$ cat src/rtl/temp_to_bcd.sv
// rtl/temp_to_bcd.sv - TMP121 word to four 7-segment digit codes (d3 d2 d1.d0)
// Sequential double-dabble conversion of the temperature in tenths of a degree.
module temp_to_bcd (
  input  logic        clk,
  input  logic        rst,
  input  logic        din_valid,
  input  logic [15:0] din,
  output logic        busy,
  output logic        done,
  output logic [3:0]  dout0,
  output logic [3:0]  dout1,
  output logic [3:0]  dout2,
  output logic [3:0]  dout3
);

  typedef enum logic [1:0] {
    IDLE   = 2'd0,
    CALC   = 2'd1,
    SHIFT  = 2'd2,
    FORMAT = 2'd3
  } state_t;

  localparam logic [3:0] DIG_MINUS = 4'hA;
  localparam logic [3:0] DIG_BLANK = 4'hF;
  localparam logic [3:0] LAST_SHIFT = 4'd11;

  state_t state;
  state_t state_next;

  logic [12:0] t;
  logic        neg;
  logic        sat;
  logic [11:0] bin;
  logic [15:0] bcd;
  logic [3:0]  cnt;

  logic [12:0] mag;
  logic [12:0] q;
  logic        q_sat;
  logic [15:0] bcd_adj;
  logic [27:0] shifted;
  logic [3:0]  h;
  logic [3:0]  tn;
  logic [3:0]  u;
  logic [3:0]  f;
  logic [15:0] fmt;

  logic unused_din_lsbs;
  assign unused_din_lsbs = ^din[2:0];

  // state register
  always_ff @(posedge clk) begin
    if (rst) begin
      state <= IDLE;
    end else begin
      state <= state_next;
    end
  end

  always_comb begin
    state_next = state;
    case (state)
      IDLE:    if (din_valid) state_next = CALC;
      CALC:    state_next = SHIFT;
      SHIFT:   if (cnt == LAST_SHIFT) state_next = FORMAT;
      FORMAT:  state_next = IDLE;
      default: state_next = IDLE;
    endcase
  end

  // |T| fits 13 bits unsigned even for -4096; q is rounded tenths of a degree
  always_comb begin
    mag   = t[12] ? (~t + 13'd1) : t;
    q     = 13'(({4'b0000, mag} * 17'd10 + 17'd8) >> 4);
    q_sat = (q > 13'd2559) || (t[12] && (q > 13'd999));
  end

  always_comb begin
    bcd_adj = bcd;
    for (int i = 0; i < 4; i++) begin
      if (bcd[i*4 +: 4] >= 4'd5) begin
        bcd_adj[i*4 +: 4] = bcd[i*4 +: 4] + 4'd3;
      end
    end
    shifted = {bcd_adj, bin} << 1;
  end

  // negatives never reach hundreds, so the minus sign takes the tens or hundreds slot
  always_comb begin
    h  = bcd[15:12];
    tn = bcd[11:8];
    u  = bcd[7:4];
    f  = bcd[3:0];
    fmt = {DIG_BLANK, DIG_BLANK, u, f};
    if (sat) begin
      fmt = {DIG_MINUS, 4'd9, 4'd9, 4'd9};
    end else if (neg) begin
      if (tn != 4'd0) begin
        fmt = {DIG_MINUS, tn, u, f};
      end else begin
        fmt = {DIG_BLANK, DIG_MINUS, u, f};
      end
    end else begin
      fmt[15:12] = (h != 4'd0) ? h : DIG_BLANK;
      fmt[11:8]  = ((h != 4'd0) || (tn != 4'd0)) ? tn : DIG_BLANK;
    end
  end

  always_ff @(posedge clk) begin
    if (rst) begin
      t     <= '0;
      neg   <= 1'b0;
      sat   <= 1'b0;
      bin   <= '0;
      bcd   <= '0;
      cnt   <= '0;
      busy  <= 1'b0;
      done  <= 1'b0;
      dout3 <= DIG_MINUS;
      dout2 <= DIG_MINUS;
      dout1 <= DIG_MINUS;
      dout0 <= DIG_MINUS;
    end else begin
      done <= 1'b0;
      busy <= (state_next != IDLE);
      case (state)
        IDLE: begin
          if (din_valid) t <= din[15:3];
        end
        CALC: begin
          neg <= t[12];
          sat <= q_sat;
          bin <= q[11:0];
          bcd <= '0;
          cnt <= '0;
        end
        SHIFT: begin
          bcd <= shifted[27:12];
          bin <= shifted[11:0];
          cnt <= cnt + 4'd1;
        end
        FORMAT: begin
          {dout3, dout2, dout1, dout0} <= fmt;
          done <= 1'b1;
        end
        default: ;
      endcase
    end
  end

endmodule

$ cat config.mk
export PLATFORM = sky130hd
export DESIGN_NAME = temp_to_bcd
export DESIGN_NICKNAME = d
export VERILOG_FILES = /design/src/rtl/temp_to_bcd.sv
export SDC_FILE = /design/constraint.sdc
export NUM_CORES = 1
export LEC_CHECK = 0
export ABC_CLOCK_PERIOD_IN_PS = 8500
export BUFFER_PORTS_ARGS = -buffer_cell sky130_fd_sc_hd__buf_2
export CORE_MARGIN = 4
export CORE_UTILIZATION = 40
export CTS_CLUSTER_DIAMETER = 200
export DETAILED_ROUTE_END_ITERATION = 12
export GPL_ROUTABILITY_DRIVEN = 0
export SLEW_MARGIN = 40
export SYNTH_ARGS = -nofsm -noshare
export SYNTH_HDL_FRONTEND = slang
export SYNTH_SLANG_ARGS = --single-unit
$ cat constraint.sdc
create_clock -name clk -period 8.5 [get_ports clk]
set_input_delay 0.425 -clock clk [delete_from_list [all_inputs] [get_ports clk]]
set_output_delay 0.425 -clock clk [all_outputs]
set_load 0.02 [all_outputs]
==> run metrics, run 1 <==
Crit. End Element=flop; DRC=0; Post-Synthesis Cells=541; Clk pwr share=29.3%; clock sink total=67; via count=3803; syn avg cell area=7.98 um2; status=complete, no violations; Cell Chain, Critical Path=or4_4 -> or2_2 -> o21ai_0 -> xnor2_1 -> ha_1 -> ha_1 -> a21oi_1 -> o22ai_1 -> nor4bb_2 -> nand2_1 -> or3_1 -> or3b_1 -> o21ai_0 -> a41o_1 -> nor2_1; Synth async-reset ratio=0%; Worst Path Arrival=5260 ps; Max Slew Vio Count=0; Req. time, crit path=8740 ps; nets=616; die area=12500 um2; Synth Flop Type=dfxtp_1; Seq pwr share=42.7%; final setup violation count=0; Worst setup SP type=flop; area leader, netlist=dfxtp_1; synth top area cells=dfxtp_1, ha_1, xnor2_1; Final TNS setup=0 ps; HP Class=input pin to flop; Worst Skew=13.2 ps; sw frac=34.2%; R2R setup slack=3480 ps; Core ar.=10400 um2; Power Density=168 nW/um2; CP Buf/Inv Count=0; hold_sp=din[9]; Internal=524 uW; Hold Crit Depth=3; number of synthesized flops with an enable pin=0; initial antenna violation count=0; IO Port Bufs=33; CTS tree=built; largest net degree at the start of global routing=67; die height=112 um; I/O pin total=37; Site Rows=37; R2R cell count=15; clock buffer depth=2; Max-Cap Viols=0; layout cells sized above 1=12.2%; Routed WL=9770 um; setup bufs post-CTS=0; hold-fix buffers at CTS=0; post-CTS sizing=0; stages on the worst setup path=15; Max Clock Freq=199 MHz; Setup Crit Path Kind=flop to flop; Slew HR=52.9%; Hold WS=314 ps; starting density of the core=41.4%; First-pass DRT Iterations=4; register clock-pin slew on the reported worst setup and hold paths=80 ps; Synth Net Count=597; #FFs+latches synth=67; CP max FO=9; VDD IR max=0.0790 mV; Placed Area=4570 um2; post-DP HPWL=7110 um; GRT Overall Usage=15.8%; total CTS buffers=9; routed length per instance=13.9 um; first-pass GRT wire length=16800 um; Die Wd=112 um; # H-tree levels=3; final hold vios=0; Slew @ Worst Pin=696 ps; Syn. warnings=0; Hold Path Sink=t[6]; GRT overflow=0; clk_lat worst skew=340 ps; Worst path max stage delay=650 ps; sequential cell area fraction in the yosys report=31.1%; final antenna-violating net count=0; final non-filler cell area=4740 um2; RSZ-0062 raised after global routing=no; combinational share of power=28.0%; ANT cells=0; Leak Pwr=1.78 nW; critical path's slowest cell=nor4bb_2; Crit path max-delay family=simple AND/OR/NAND/NOR gates; DR iter-0 viols=201; Avg Vias per Cell=5.43; switching pwr=273 uW; vias in the first global route=3628; post-layout min period=5020 ps; post-synth top area share=31.1%; Critical R2R Launch=t[3]; Layout area overhead=9.80%; Distinct cells, synth=58; clock root buffer=clkbuf_8; post-route clock period utilization=59.0%; Syn Std Cell Area=4320 um2; Pwr Total=797 uW; Worst R2R End=sat; fill cell count=1069
cells in the mapped netlist, types with 4 or more instances:
cell,instances
dfxtp_1,67
nand2_1,62
nor2_1,53
a21oi_1,46
ha_1,36
o21ai_0,36
xnor2_1,27
clkbuf_1,26
inv_1,20
nand2b_1,17
a22oi_1,14
mux2i_1,13
nand3_1,13
nor3_1,11
o31ai_1,7
or2_2,7
xor2_1,7
o22ai_1,6
nor3b_1,5
a32oi_1,4
nor4_1,4
o211ai_1,4
or3_1,4
flip-flops by register name, summed over array words and instances, names as in the netlist:
register	count
state	2
cnt	4
sat	1
dout1	4
busy	1
neg	1
dout0	4
done	1
bcd	16
dout2	4
dout3	4
bin	12
t	13
worst min-delay path, delay by kind of cell:
kind            cells  cell delay, ps
compound gates      1              50
simple gates        1              50
buf+inv             1             100
metal layers:
metal | vias to the layer above | GRT usage [%] | routed length [um]
li1 | 1950 | - | -
met4 | 0 | 4.62 | 148
met1 | 1779 | 20.1 | 4700
met3 | 15 | 3.53 | 318
met2 | 59 | 26.7 | 4600
met5 | - | 0 | 0
kinds of logic (layout without fill, tap and decap cells):
group                      Yosys count  in the layout  synth area share (%)
and+or+nand+nor                    198            198                  22.2
buffers and inverters               48             72                  4.26
adders and majority gates           38             38                  11.1
muxes                               15             15                  3.54
AOI/OAI and AO/OA                  140            140                  20.5
xor gates and xnor gates            35             35                  7.28
DFF                                 67             67                  31.1
worst max path at each step:
stage / startpoint / endpoint
3_3_place_gp: t[3] / sat
2_1_floorplan: t[3] / sat
4_1_cts: t[3] / sat
5_1_grt: t[3] / sat
3_5_place_dp: t[3] / sat
6_report: t[3] / sat
cell type report:
type                    count  area (um2)  area share [%]
flip-flops and latches     67        1340            28.3
clock buffers              10         128            2.69
inverters                  21        78.8            1.66
well taps                 136         170            3.59
multi-input cells         426        2800            59.1
repair buffers             35         180            3.80
clock inverters             6        41.3           0.871
power groups by stage:
| stage | clock network (mW) | registers, mW | logic, mW |
|---|---|---|---|
| 2_1_floorplan | 0 | 0.344 | 0.177 |
| 3_3_place_gp | 0 | 0.347 | 0.216 |
| 3_5_place_dp | 0 | 0.348 | 0.221 |
| 4_1_cts | 0.242 | 0.340 | 0.224 |
| 5_1_grt | 0.260 | 0.342 | 0.252 |
| 6_report | 0.233 | 0.340 | 0.223 |
cells in the final DEF (no fill, tap or decap), types with 11 or more instances in the layout:
cell,count
nand2_1,62
nand3_1,13
a21oi_1,46
inv_1,20
buf_2,33
dfxtp_1,67
o21ai_0,36
nor2_1,52
nand2b_1,17
nor3_1,11
a22oi_1,14
mux2i_1,13
ha_1,36
xnor2_1,27
through the flow:
step	setup slack (ps)	cells	utilization, %
final	3480	701	45.5
after global routing	3210	701	45.5
after CTS	3530	701	45.5
after detailed placement	3560	685	43.9
after global placement	3450	685	43.8
after floorplan	3820	541	-
(Power assumes the default switching activity.)
==> run 2, diff against run 1 <==
--- a/config.mk
+++ b/config.mk
@@ -5,7 +5,7 @@
 export SDC_FILE = /design/constraint.sdc
 export NUM_CORES = 1
 export LEC_CHECK = 0
-export ABC_CLOCK_PERIOD_IN_PS = 8500
+export ABC_CLOCK_PERIOD_IN_PS = 4800
 export BUFFER_PORTS_ARGS = -buffer_cell sky130_fd_sc_hd__buf_2
 export CORE_MARGIN = 4
 export CORE_UTILIZATION = 40
==> constraint.sdc (replaced) <==
create_clock -name clk -period 4.8 [get_ports clk]
set_input_delay 0.24 -clock clk [delete_from_list [all_inputs] [get_ports clk]]
set_output_delay 0.24 -clock clk [all_outputs]
set_load 0.02 [all_outputs]
==> run 2 against run 1 <==
Compared with the run above: routed wire length grew 3.5%; largest cell class unchanged; clock power grew 100%; combinational power grew 97%; hold slack lost 190 ps; count of clock-buffer cells in the layout is the same; utilization grew 1.6 points; non-clock buffer count grew 14; sequential power grew 77%; critical path depth is the same; global-route usage grew 0.33 points; register-to-register slack lost 3200 ps.
==> run metrics, run 2 (synthesized netlist as in run 1, its figures left out) <==
status=complete, no violations; die height=112 um; grt met1 use=20.5%; Worst Skew=13.7 ps; most common cell after layout, fill and taps aside=dfxtp_1; R2R setup slack=240 ps; Core ar.=10400 um2; DR iter-0 viols=210; Cell Chain, Critical Path=or3_1 -> o31ai_1 -> xnor2_1 -> ha_1 -> ha_1 -> a211oi_1 -> nor2_1 -> xor2_2 -> nand2_1 -> or4_1 -> or3_1 -> or3b_1 -> o21ai_0 -> a41o_1 -> nor2_1; register clock-pin slew on the reported worst setup and hold paths=80 ps; FF+latch area=1340 um2; nets=630; Setup Crit Path Kind=flop to flop; Req. time, crit path=5050 ps; Max Slew Vio Count=0; initial antenna violation count=0; CTS tree=built; routed length per instance=14.1 um; fill cell count=1050; Setup crit start=t[0]; final setup violation count=0; Worst setup SP type=flop; Worst R2R End=sat; vias in the first global route=3646; most frequent cells in the layout=dfxtp_1, nand2_1, nor2_1, a21oi_1; first-pass GRT wire length=16800 um; ANT cells=0; GRT Overall Usage=16.1%; layout cells sized above 1=15.4%; Critical R2R Launch=t[0]; total CTS buffers=9; Avg Vias per Cell=5.44; largest net degree at the start of global routing=37; HP Class=input pin to flop; Power Density=307 nW/um2; largest registers=bcd x16, t x13, bin x12; VDD IR max=0.150 mV; post-layout min period=4560 ps; Leak Pwr=1.85 nW; I/O pin total=37; Hold Crit Depth=3; Max-Cap Viols=0; die area=12500 um2; critical path's slowest cell=or3_1; Layout area overhead=13.7%; max reg flops=16; via count=3889; Routed WL=10100 um; R2R cell count=15; Worst path max stage delay=530 ps; Slew HR=54.4%; Worst Path Arrival=4810 ps; Site Rows=37; GRT overflow=0; hold_sp=din[12]; # H-tree levels=3; Hold Path Sink=t[9]; multi-input logic area=2840 um2; Max Clock Freq=219 MHz; final hold vios=0; Final TNS setup=0 ps; post-DP HPWL=7330 um; First-pass DRT Iterations=4; met2 capacity usage during global routing=26.5%; clock sink total=67; CP max FO=6; Die Wd=112 um; Biggest register=bcd; IO Port Bufs=33; starting density of the core=41.4%; grt peak-use layer=met2; clk_lat worst skew=350 ps; clock root buffer=clkbuf_8; final antenna-violating net count=0; Slew @ Worst Pin=683 ps; Placed Area=4670 um2; clock buffer depth=2; final non-filler cell area=4900 um2; post-route clock period utilization=95.1%; met3 global-route usage=3.80%; DRC=0; Crit. End Element=flop
[run 2: stage by stage]
stage          utilization, %  total power, mW  setup WS (ps)  hold WS, ps  std cells
2_1_floorplan               -            0.922            117          376        541
6_report                 47.1             1.51            237          121        715
4_1_cts                  46.6             1.51           62.0          104        715
3_3_place_gp             44.8             1.03            159          444        699
3_5_place_dp             44.8             1.04            109          448        699
5_1_grt                  47.1             1.61          -4.86          110        715
[run 2: what timing repair did]
| item | in CTS | in global routing |
|---|---|---|
| hold buffers | 0 | 0 |
| setup buffers | 0 | 0 |
| resized for setup | 0 | 11 |
| endpoints found under the setup margin | 0 | 4 |
[run 2: report_power, final]
group | internal, mW | total (mW) | switching (mW) | leakage [nW]
Combinational | 0.190 | 0.440 | 0.251 | 1.22
Clock | 0.240 | 0.467 | 0.227 | 0.0927
Sequential | 0.580 | 0.601 | 0.0207 | 0.544
[run 2: final cells by class]
class	instances	area share [%]
multi-input combinational	426	57.9
tap	136	3.47
clock inverter	6	1.30
timing repair buffer	49	5.82
inverter	21	1.61
sequential	67	27.3
clock buffer	10	2.60
[run 2: worst max-delay path by stage]
stage / slack [ps] / cells past startpoint / to
3_5_place_dp: 110 / 16 / sat
6_report: 240 / 15 / sat
3_3_place_gp: 160 / 15 / sat
4_1_cts: 60 / 16 / sat
2_1_floorplan: 120 / 16 / sat
5_1_grt: -5 / 17 / sat
[run 2: routing by layer]
metal	vias to the layer above	share of wire [%]
met5	-	0
met4	0	2.3
met3	20	3.7
met2	77	47
met1	1816	47
li1	1976	-
[run 2: worst max-delay path: cells and delay by family, from the launching register on]
family	cells	cell delay [ps]
compound gates	4	1020
fa+ha+maj	2	550
xor+xnor	2	530
flops	1	350
simple gates	7	2020
==> run 3, diff against run 2 <==
--- a/config.mk
+++ b/config.mk
@@ -8,10 +8,11 @@
 export ABC_CLOCK_PERIOD_IN_PS = 4800
 export BUFFER_PORTS_ARGS = -buffer_cell sky130_fd_sc_hd__buf_2
 export CORE_MARGIN = 4
-export CORE_UTILIZATION = 40
+export CORE_UTILIZATION = 60
 export CTS_CLUSTER_DIAMETER = 200
 export DETAILED_ROUTE_END_ITERATION = 12
 export GPL_ROUTABILITY_DRIVEN = 0
+export PLACE_DENSITY = 0.8
 export SLEW_MARGIN = 40
 export SYNTH_ARGS = -nofsm -noshare
 export SYNTH_HDL_FRONTEND = slang
==> run 3 against run 2 <==
Compared with the run above: setup slack lost 37 ps; final cell count shrank 6.2%; power grew 4.7%; fmax shrank 0.80%; routed wire length grew 2.1%; critical path depth grew 2; first-iteration DRC count grew 33%; sequential power is essentially flat; count of clock-buffer cells in the layout is the same; largest power group unchanged; highest routed layer unchanged.
==> run metrics, run 3 (synthesized netlist as in run 1, its figures left out) <==
status=complete, no violations; clock sink total=67; Critical R2R Launch=t[0]; Non-Filler Instances=671; CP Buf/Inv Count=1; # H-tree levels=3; max reg flops=16; Worst R2R End=sat; post-layout min period=4600 ps; clock root buffer=clkbuf_8; Worst Skew=13.5 ps; Core ar.=6910 um2; Setup Crit Path Kind=flop to flop; final setup violation count=0; layout cells sized above 1=15.5%; CTS tree=built; Placed Area=4580 um2; via count=4005; Max Slew Vio Count=0; starting density of the core=62.5%; GRT overflow=0; post-route clock period utilization=95.8%; First-pass DRT Iterations=7; DRC=0; total CTS buffers=9; R2R cell count=17; initial antenna violation count=0; Biggest register=bcd; stages on the worst setup path=17; ANT cells=0; die area=8610 um2; DR iter-0 viols=280; Final WS setup=201 ps; Avg Vias per Cell=5.97; Hold Crit Depth=3; hold-fix buffers at CTS=0; Worst path max stage delay=530 ps; die height=92.8 um; final antenna-violating net count=0; routed length per instance=15.4 um; worst setup path endpoint=sat; post-DP HPWL=7330 um; Placed Cells incl. Taps=654; Hold WS=144 ps; R2R setup slack=200 ps; DP Worst Slack=150 ps; Crit. End Element=flop; vias in the first global route=3660; first-pass GRT wire length=17100 um; Slew @ Worst Pin=756 ps; critical path's slowest cell=fa_1; Worst setup SP type=flop; largest registers=bcd x16, t x13, bin x12; most frequent cells in the layout=dfxtp_1, nand2_1, nor2_1, a21oi_1; Leak Pwr=1.87 nW; Max-Cap Viols=0; nets=626; VDD IR max=0.211 mV; IO Port Bufs=33; Setup crit start=t[0]; Cell Chain, Critical Path=inv_1 -> ha_1 -> nand2b_1 -> o21ai_0 -> xnor2_1 -> ha_1 -> fa_1 -> a21oi_1 -> nor3_1 -> or3b_2 -> and4_1 -> and4_1 -> xor2_2 -> or3b_1 -> o21ai_0 -> a41o_1 -> nor2_1; Power Density=324 nW/um2; Crit path max-delay family=simple AND/OR/NAND/NOR gates; most common cell after layout, fill and taps aside=dfxtp_1; clk_lat worst skew=340 ps; register clock-pin slew on the reported worst setup and hold paths=80 ps; Req. time, crit path=5020 ps; Routed WL=10300 um; Slew HR=49.6%; I/O pin total=37; GRT Overall Usage=24.3%; Layout area overhead=13.0%; Worst Path Arrival=4820 ps; CP max FO=5; Die Wd=92.8 um; Site Rows=30; largest net degree at the start of global routing=40; final non-filler cell area=4870 um2; Max Clock Freq=217 MHz; clock buffer depth=2; final hold vios=0; HP Class=input pin to flop
run 3: changes by cell type in the layout (fill, tap and decap cells not counted), moves of 2 or more:
| cell | previous run | this run |
|---|---|---|
| clkinv_4 | 0 | 2 |
| clkinvlp_4 | 2 | 0 |
| clkinv_2 | 2 | 0 |
| buf_4 | 16 | 12 |
run 3: cell type report:
cell class,instances,area [um2]
inverter,21,78.8
clock inverter,6,95.1
timing repair buffer,45,255
fill,590,2030
tap,96,120
clock buffer,10,138
sequential,67,1340
multi-input combinational,426,2850
run 3: how the worst min path moves through the flow:
stage	slack [ps]	endpoint	from
after floorplan	380	t[1]	din[4]
after global placement	440	dout3[0]	dout3[0]
after detailed placement	440	dout3[0]	dout3[0]
after CTS	130	t[0]	din[3]
after global routing	140	t[1]	din[4]
final	140	t[12]	din[15]
run 3: power breakdown:
group | total, mW | switching (mW) | internal, mW
Combinational | 0.439 | 0.256 | 0.183
Clock | 0.537 | 0.225 | 0.312
Sequential | 0.602 | 0.0219 | 0.580
Total | 1.58 | 0.503 | 1.08
run 3: stage by stage:
stage	utilization (%)	setup TNS [ps]	total power, mW
floorplan	-	0	0.922
global placement	66.3	0	1.01
detailed placement	66.3	0	1.03
CTS	69.7	0	1.57
global route	70.6	-7.97	1.67
finish	70.6	0	1.58
run 3: what timing repair did:
| action | in CTS | in global routing |
|---|---|---|
| buffers inserted | 0 | 1 |
| resized for setup | 0 | 11 |
| endpoints found under the setup margin | 0 | 3 |
run 3: worst min-delay path: stages:
cell	delay [ps]
buf_2	90
nand2_1	50
a21oi_1	50
run 3: metal layers:
layer	track usage [%]	wire length (um)
met1	31.7	4660
met2	39.7	4910
met3	4.79	513
met4	8.91	242
met5	0	0
